File: src/rtl/sram_byte_responder.sv
// sram_byte_responder: accepts byte/half/word load/store requests from the core,
// checks size, alignment and range, and runs each access as byte cycles on an
// 8-bit asynchronous SRAM. Completion is a one-cycle ready pulse plus a fault code.
module sram_byte_responder #(
   parameter int ADDR_BITS = 16
) (
   input  logic                 clk,
   input  logic                 reset,
   input  logic                 enable_n,
   input  logic                 is_write,
   input  logic                 is_unsigned,
   input  logic [1:0]           op_size,
   input  logic [31:0]          addr,
   input  logic [31:0]          in,
   output logic [31:0]          out,
   output logic [2:0]           fault_num,
   output logic                 ready,
   output logic [ADDR_BITS-1:0] sram_addr,
   input  logic [7:0]           sram_data_in,
   output logic [7:0]           sram_data_out,
   output logic                 sram_data_oe,
   output logic                 sram_ce_n,
   output logic                 sram_oe_n,
   output logic                 sram_we_n
);

   localparam logic [1:0] SIZE_BYTE = 2'b00;
   localparam logic [1:0] SIZE_HALF = 2'b01;
   localparam logic [1:0] SIZE_WORD = 2'b10;
   localparam logic [1:0] SIZE_BAD  = 2'b11;

   localparam logic [2:0] F_NONE   = 3'd0;
   localparam logic [2:0] F_LD_MIS = 3'd1;
   localparam logic [2:0] F_LD_ACC = 3'd2;
   localparam logic [2:0] F_ST_MIS = 3'd3;
   localparam logic [2:0] F_ST_ACC = 3'd4;
   localparam logic [2:0] F_SIZE   = 3'd5;

   typedef enum logic [1:0] {IDLE, XFER, DONE, HOLD} state_t;

   state_t               state_reg;
   logic                 is_write_reg;
   logic                 is_unsigned_reg;
   logic [1:0]           size_reg;
   logic [ADDR_BITS-1:0] base_reg;
   logic [31:0]          wdata_reg;
   logic [1:0]           idx_reg;

   logic [7:0]           wdata_byte [4];
   logic [1:0]           idx_next;
   logic [1:0]           idx_last;
   logic [2:0]           req_fault;
   logic                 misaligned;
   logic                 out_of_range;
   logic                 ext_bit;

   // Little-endian lanes of the latched store data, lane k goes out on byte cycle k.
   genvar gi;
   generate
      for (gi = 0; gi < 4; gi++) begin : g_lane
         assign wdata_byte[gi] = wdata_reg[8*gi +: 8];
      end
   endgenerate

   assign idx_next = idx_reg + 2'd1;
   assign idx_last = (size_reg == SIZE_WORD) ? 2'd3 :
                     (size_reg == SIZE_HALF) ? 2'd1 : 2'd0;
   // The byte being captured on the final cycle carries the sign of the result.
   assign ext_bit  = ~is_unsigned_reg & sram_data_in[7];

   // Classify the incoming request: invalid size beats misalignment beats range.
   always_comb begin
      misaligned   = ((op_size == SIZE_HALF) && addr[0]) ||
                     ((op_size == SIZE_WORD) && (addr[1:0] != 2'b00));
      out_of_range = (addr >> ADDR_BITS) != 32'd0;
      if (op_size == SIZE_BAD)
         req_fault = F_SIZE;
      else if (misaligned)
         req_fault = is_write ? F_ST_MIS : F_LD_MIS;
      else if (out_of_range)
         req_fault = is_write ? F_ST_ACC : F_LD_ACC;
      else
         req_fault = F_NONE;
   end

   // Request FSM with all outputs registered so SRAM pins only move on clk edges.
   always_ff @(posedge clk) begin
      if (reset) begin
         state_reg       <= IDLE;
         out             <= 32'd0;
         fault_num       <= F_NONE;
         ready           <= 1'b0;
         sram_addr       <= '0;
         sram_data_out   <= 8'd0;
         sram_data_oe    <= 1'b0;
         sram_ce_n       <= 1'b1;
         sram_oe_n       <= 1'b1;
         sram_we_n       <= 1'b1;
         is_write_reg    <= 1'b0;
         is_unsigned_reg <= 1'b0;
         size_reg        <= SIZE_BYTE;
         base_reg        <= '0;
         wdata_reg       <= 32'd0;
         idx_reg         <= 2'd0;
      end else begin
         ready <= 1'b0;
         case (state_reg)
            IDLE: begin
               if (!enable_n) begin
                  is_write_reg    <= is_write;
                  is_unsigned_reg <= is_unsigned;
                  size_reg        <= op_size;
                  base_reg        <= addr[ADDR_BITS-1:0];
                  wdata_reg       <= in;
                  idx_reg         <= 2'd0;
                  fault_num       <= req_fault;
                  if (req_fault != F_NONE) begin
                     // Faults never touch the SRAM and leave out untouched.
                     state_reg <= DONE;
                     ready     <= 1'b1;
                  end else begin
                     state_reg <= XFER;
                     sram_addr <= addr[ADDR_BITS-1:0];
                     sram_ce_n <= 1'b0;
                     if (is_write) begin
                        sram_we_n     <= 1'b0;
                        sram_data_oe  <= 1'b1;
                        sram_data_out <= in[7:0];
                     end else begin
                        sram_oe_n <= 1'b0;
                     end
                  end
               end
            end
            XFER: begin
               if (!is_write_reg)
                  out[8*idx_reg +: 8] <= sram_data_in;
               if (idx_reg == idx_last) begin
                  state_reg    <= DONE;
                  ready        <= 1'b1;
                  sram_ce_n    <= 1'b1;
                  sram_oe_n    <= 1'b1;
                  sram_we_n    <= 1'b1;
                  sram_data_oe <= 1'b0;
                  if (!is_write_reg) begin
                     if (size_reg == SIZE_BYTE)
                        out[31:8] <= {24{ext_bit}};
                     else if (size_reg == SIZE_HALF)
                        out[31:16] <= {16{ext_bit}};
                  end
               end else begin
                  idx_reg   <= idx_next;
                  sram_addr <= base_reg + {{(ADDR_BITS-2){1'b0}}, idx_next};
                  if (is_write_reg)
                     sram_data_out <= wdata_byte[idx_next];
               end
            end
            DONE: begin
               state_reg <= HOLD;
            end
            HOLD: begin
               // A request still held low from the last access must not restart.
               if (enable_n)
                  state_reg <= IDLE;
            end
            default: begin
               state_reg <= IDLE;
            end
         endcase
      end
   end

endmodule
File: config.mk
export PLATFORM = sky130hd
export DESIGN_NAME = sram_byte_responder
export DESIGN_NICKNAME = d
export VERILOG_FILES = /design/src/rtl/sram_byte_responder.sv
export SDC_FILE = /design/constraint.sdc
export NUM_CORES = 1
export LEC_CHECK = 0
export CAP_MARGIN = 10
export CORE_ASPECT_RATIO = 1.75
export CORE_MARGIN = 5
export CORE_UTILIZATION = 51
export CTS_BUF_LIST = sky130_fd_sc_hd__clkbuf_8
export DETAILED_ROUTE_END_ITERATION = 12
export GPL_ROUTABILITY_DRIVEN = 1
export PLACE_DENSITY_LB_ADDON = 0.1
export SLEW_MARGIN = 20
export SYNTH_ARGS = -nofsm -noshare
export SYNTH_HDL_FRONTEND = slang
export SYNTH_SLANG_ARGS = --single-unit
File: constraint.sdc
create_clock -name clk -period 8.5 [get_ports clk]
set_input_delay 2.55 -clock clk [delete_from_list [all_inputs] [get_ports clk]]
set_output_delay 2.55 -clock clk [all_outputs]
set_load 0.02 [all_outputs]
==> out/qor.yml, run 1 <==
critPathMaxFanout: 14
layout_common_cells: "141 x clkdlybuf4s50_1, 122 x nand2_1, 120 x dfxtp_1"
htree_levels: 4
synthTopCellsByArea: "dfxtp_1 40%, nand2_1 7.7%, a21oi_1 7.7%"
drt-met1-wl_um: 6450
area_growth_syn_to_layout_pct: 29.7
hold_violations: 0
wl_met2_um: 9240
syn_inst: 683
top_layer: "met4"
cp_cell_sequence: "clkdlybuf4s50_1, nor4_1, nand4_1, o21a_1, nor3_1, a221oi_1"
postLayoutCoreUtil_pct: 67.0
die_h_um: 153
tightest_slew_ns: 1.09
fin_crit_sh_pct: 51.4
synth_edf_count: 0
layoutNonFillerInstCount: 951
largest_reg_flops: 32
path_class: "in2reg"
cts_tree: "built"
cts_root_buf: "clkbuf_8"
powerDensity_nw_per_um2: 306
path_delay_family: "simple AND/OR/NAND/NOR gates"
wirelength_um: 17200
hp-class: "reg2reg"
nets: 897
die_w_um: 91.6
cellLeakagePower_nw: 2.61
syn-cell-area_um2: 5950
max_stage_delay_ns: 0.45
cts-hold-fix-buffers: 0
grt_pass1_vias: 5618
gp_congestion: 0.890
cp_slowest_cell: "o21a_1"
dpl.cell_count: 919
endpoint_kind: "flop"
numCtsBuffers: 17
slew_viol_final: 0
final_common_cell: "clkdlybuf4s50_1"
vdd_drop_max_mv: 0.163
synth-main-ff-cell: "dfxtp_1"
num_vias: 5697
holdWs_ns: 0.455
synthDistinctLibCells: 63
initial_core_util_pct: 51.7
drtIter0Drc: 347
maxCapViolations: 0
synth_warnings: 0
clock-sinks: 120
r2r_setup_slack_ns: 5.14
post_route_cells_drive_above_1_share_pct: 7.84
rows: 52
antenna_cells: 0
seq_area_frac_synth_pct: 40.4
track_usage_pct: 24.1
io_pins: 143
grt_max_degree: 111
drc_errors: 0
fmax_mhz: 229
required_ns: 8.77
wl_per_cell_um: 18.0
async_flop_share_pct: 0
syn_nets: 777
finalSetupTns_ns: 0
wl_met3_um: 925
start_kind: "input port"
drtPass1Iterations: 5
postCtsResizedCells: 0
synth_top_area_cell: "dfxtp_1"
status: "finished, final reports clean"
max_slew_margin_pct: 27.1
grt_remaining_overflow: 0
fin_crit_ns: 4.37
rsz0062_at_grt: "no"
fp.dieArea_um2: 14000
coreArea_um2: 11500
antenna_found_initial: 0
postSynthRegisterBits: 120
synth_top_area_share_pct: 40.4
hpwl_um: 12300
portBuffers: 142
fin_area_um2: 7720
final_antenna_net_count: 0
crit_buf_inv: 1
avgSynthCellArea_um2: 8.71
cts.clk_slew.worst_paths_ns: 0.07
worstSkewPairLatency_ns: 0.43
finalSetupViolCount: 0
cts_buffer_depth: 2
place_area_um2: 7310
grt_pass1_wl_um: 27400
clock_skew_ns: 0.00998
crit_arrival_ns: 4.64
postCtsSetupBuffers: 0
viasPerCell: 5.99
cells in the mapped netlist (5+ instances only):
cell / n
a311oi_1: 6
a22oi_1: 10
nand3_1: 12
dfxtp_1: 120
o2bb2ai_1: 9
nand3b_1: 11
nor2_1: 36
clkbuf_1: 25
nor3_1: 11
nor4_1: 9
mux4_2: 6
xnor2_1: 9
o211ai_1: 5
nand4_1: 8
o32ai_1: 8
a211o_1: 6
o2111ai_1: 5
inv_1: 15
nand2_1: 122
o21ai_0: 25
clkbuf_8: 6
buf_1: 6
nand2b_1: 12
a211oi_1: 11
ha_1: 14
a21oi_1: 91
mux2i_1: 12
a221oi_1: 18
through the flow:
stage	setup slack [ns]	total power [W]
after global routing	3.97	0.00251
after CTS	4.12	0.00237
after global placement	3.78	0.00182
final	4.13	0.00236
after detailed placement	3.68	0.00186
after floorplan	4.56	0.00151
cells by family after synthesis:
family | count (synthesis) | share of synthesized area [%]
AND/OR/NAND/NOR | 237 | 19.0
AO/OA/AOI/OAI | 217 | 24.4
flip-flops | 120 | 40.4
buffers and inverters | 61 | 5.60
multiplexers | 20 | 5.15
adder cells (fa/ha/maj) | 15 | 3.28
XOR/XNOR | 13 | 2.17
where the power goes:
part           switching (W)  internal (W)  leakage (nW)
Sequential          0.000102      0.000703         0.979
Clock               0.000242      0.000270         0.205
Combinational       0.000624      0.000423          1.42
final timing paths:
path | start | end | cells after the start
worst max register to register | idx_reg[1] | sram_addr[9] | 8
worst max-delay path | addr[17] | sram_data_oe | 6
worst min-delay path | wdata_reg[12] | wdata_reg[12] | 2
worst min register to register | wdata_reg[12] | wdata_reg[12] | 2
layer usage:
layer / vias to the layer above / track usage, %
met3: 36 / 5.66
met2: 211 / 43.9
met4: 0 / 10.9
met1: 2703 / 25.9
li1: 2747 / -
met5: - / 0
worst register-to-register path: stages, from the launching register on:
cell     delay, ns
dfxtp_1       0.53
inv_1         0.21
ha_1          0.82
ha_1          0.36
a21oi_1       0.60
nor4_1        0.14
xnor2_1       0.17
a211o_1       0.31
o21ai_0       0.15
layout make-up:
class                           instances  area, µm²
Clock buffer                           18        248
Inverter                               15       56.3
Tap cell                              135        169
Timing Repair Buffer                  147       1460
Fill cell                             995       3800
Multi-Input combinational cell        502       3230
Sequential cell                       120       2400
Clock inverter                         14        151
Note: power is estimated with default switching activity, not from simulation.
==> inputs of run 2 (changes only) <==
--- a/config.mk
+++ b/config.mk
@@ -8,7 +8,7 @@
 export CAP_MARGIN = 10
 export CORE_ASPECT_RATIO = 1.75
 export CORE_MARGIN = 5
-export CORE_UTILIZATION = 51
+export CORE_UTILIZATION = 47
 export CTS_BUF_LIST = sky130_fd_sc_hd__clkbuf_8
 export DETAILED_ROUTE_END_ITERATION = 12
 export GPL_ROUTABILITY_DRIVEN = 1
==> constraint.sdc (replaced) <==
create_clock -name clk -period 4 [get_ports clk]
set_input_delay 1.2 -clock clk [delete_from_list [all_inputs] [get_ports clk]]
set_output_delay 1.2 -clock clk [all_outputs]
set_load 0.02 [all_outputs]
==> run 2 against run 1 <==
  * Power grew 110%
  * Largest power group unchanged
  * Core utilization shrank 4.5 points
  * Register-to-register slack worse by 4.1 ns
  * Critical path depth did not move
  * Critical path type unchanged
  * Die area is 7.8% higher
  * Highest routed layer unchanged
  * Sequential cell count unchanged
  * Combinational power grew 110%
  * Largest cell class unchanged
  * Clock power up 100%
  * Routed wire length down 0.16%
==> out/qor.yml, run 2 (synthesized netlist as in run 1, its figures left out) <==
viasPerCell: 5.70  # -4.8%
rr_worst_depth: 8  # unchanged
fin_crit_ns: 3.03
area_growth_syn_to_layout_pct: 30.5
clock_skew_ns: 0.00946  # -0.000524 ns
clock-sinks: 120  # unchanged
n_fill_cell: 1157  # +16%
antenna_found_initial: 0  # unchanged
hpwl_um: 12700  # +3.3%
coreArea_um2: 12400  # +8.0%
antenna_cells: 0  # unchanged
post_route_cells_drive_above_1_share_pct: 8.29  # +0.45 points
postCtsResizedCells: 0  # unchanged
path_delay_family: "simple AND/OR/NAND/NOR gates"
postCtsSetupBuffers: 0  # unchanged
cts-hold-fix-buffers: 0  # unchanged
path_class: "in2reg"
cp_slowest_cell: "o21a_1"
io_pins: 143  # unchanged
fp.dieArea_um2: 15100  # +7.8%
start_kind: "input port"
track_usage_pct: 22.8  # -1.3 points
grt_remaining_overflow: 0  # unchanged
powerDensity_nw_per_um2: 643  # +110%
numCtsBuffers: 17  # unchanged
final_common_cell: "clkdlybuf4s50_1"
gp_congestion: 0.826  # -7.2%
required_ns: 4.37  # -4.40 ns
startpoint: "addr[26]"
die_w_um: 95.0  # +3.7%
hold_depth: 2  # unchanged
endpoint_kind: "flop"
cts_tree: "built"
maxCapViolations: 0  # unchanged
grt_pass1_vias: 5575  # -0.77%
cp_cell_sequence: "clkdlybuf4s50_1, nor4_1, nand4_1, o21a_1, nor3_1, a221o_1"
drtIter0Drc: 233  # -33%
critPathMaxFanout: 14  # unchanged
layout_common_cells: "141 x clkdlybuf4s50_1, 122 x nand2_1, 120 x dfxtp_1"
grt_max_degree: 60  # -46%
cts.clk_slew.worst_paths_ns: 0.07  # about the same
fmax_mhz: 330
cellLeakagePower_nw: 2.61  # about the same
wl_per_cell_um: 17.3  # -3.9%
fin_crit_sh_pct: 75.7
die_h_um: 159  # +3.9%
rows: 54  # +3.8%
r2r_setup_slack_ns: 0.99  # -4.15 ns
drtPass1Iterations: 5  # unchanged
crit_buf_inv: 1  # unchanged
htree_levels: 4  # unchanged
whs_endpoint: "wdata_reg[19]"
cts_buffer_depth: 2  # unchanged
max_stage_delay_ns: 0.45  # about the same
hp-class: "reg2reg"
max_slew_margin_pct: 42.1  # +15 points
hold_start: "wdata_reg[19]"
portBuffers: 142  # unchanged
num_vias: 5634  # -1.1%
drc_errors: 0  # unchanged
worstSkewPairLatency_ns: 0.44  # about the same
crit_arrival_ns: 3.40  # -1.24 ns
worstReg2RegEnd: "sram_addr[11]"
hold_violations: 0  # unchanged
slew_viol_final: 0  # unchanged
wirelength_um: 17100  # -0.16%
finalSetupTns_ns: 0  # unchanged
final_antenna_net_count: 0  # unchanged
initial_core_util_pct: 47.8  # -3.8 points
rsz0062_at_grt: "no"
holdWs_ns: 0.457  # +0.00245 ns
status: "finished, final reports clean"
finalSetupViolCount: 0  # unchanged
reg2reg_from: "idx_reg[1]"
grt_pass1_wl_um: 27200  # -0.56%
vdd_drop_max_mv: 0.347  # +110%
tightest_slew_ns: 0.862  # -0.232 ns
cts_root_buf: "clkbuf_8"
largest_reg_flops: 32  # unchanged
nets: 901  # +0.45%
run 2: cell count changes in the layout (fill, tap and decap cells not counted), sizes merged:
cell / delta
clkbuf: -1
clkinvlp: +2
bufinv: -1
buf: +4
clkinv: -3
inv: +3
run 2: final cells by class:
cell class                      count  area [µm²]  area share (%)
Timing Repair Buffer              151        1490            19.1
Multi-Input combinational cell    502        3230            41.6
Sequential cell                   120        2400            30.9
Clock buffer                       17         234            3.01
Clock inverter                     15         146            1.89
Tap cell                          168         210            2.71
Inverter                           15        56.3           0.725
run 2: metrics by stage:
stage	std cells	utilization (%)	setup slack [ns]	power [W]	area [µm²]
floorplan	683	-	1.29	0.00321	5950
global placement	956	59.4	0.644	0.00391	7380
detailed placement	956	59.4	0.522	0.00398	7380
CTS	988	62.5	0.961	0.00502	7760
global route	988	62.5	0.729	0.00530	7760
finish	988	62.5	0.973	0.00499	7760
run 2: how the worst max path moves through the flow:
stage | end | cells past startpoint
floorplan | sram_addr[13] | 10
global placement | sram_data_oe | 6
detailed placement | sram_data_oe | 6
CTS | sram_addr[11] | 8
global route | sram_addr[9] | 8
finish | sram_oe_n | 6
run 2: worst min-delay path, cell delays in order, from the launching register on:
cell and delay [ns]:
dfxtp_1 0.31, nand2_1 0.05, a21oi_1 0.05
run 2: power by group:
group	total, W	leakage [nW]	switching, W	internal [W]
registers	0.00171	0.979	0.000215	0.00149
logic	0.00224	1.44	0.00133	0.000909
clock network	0.00104	0.187	0.000538	0.000503
total	0.00499	2.61	0.00208	0.00291
run 2: routing by layer:
layer,global-route usage [%],wire [µm],vias up
met3,4.21,768,46
met4,10.8,667,0
li1,-,-,2750
met1,24.7,6390,2657
met5,0,0,-
met2,41.3,9310,181
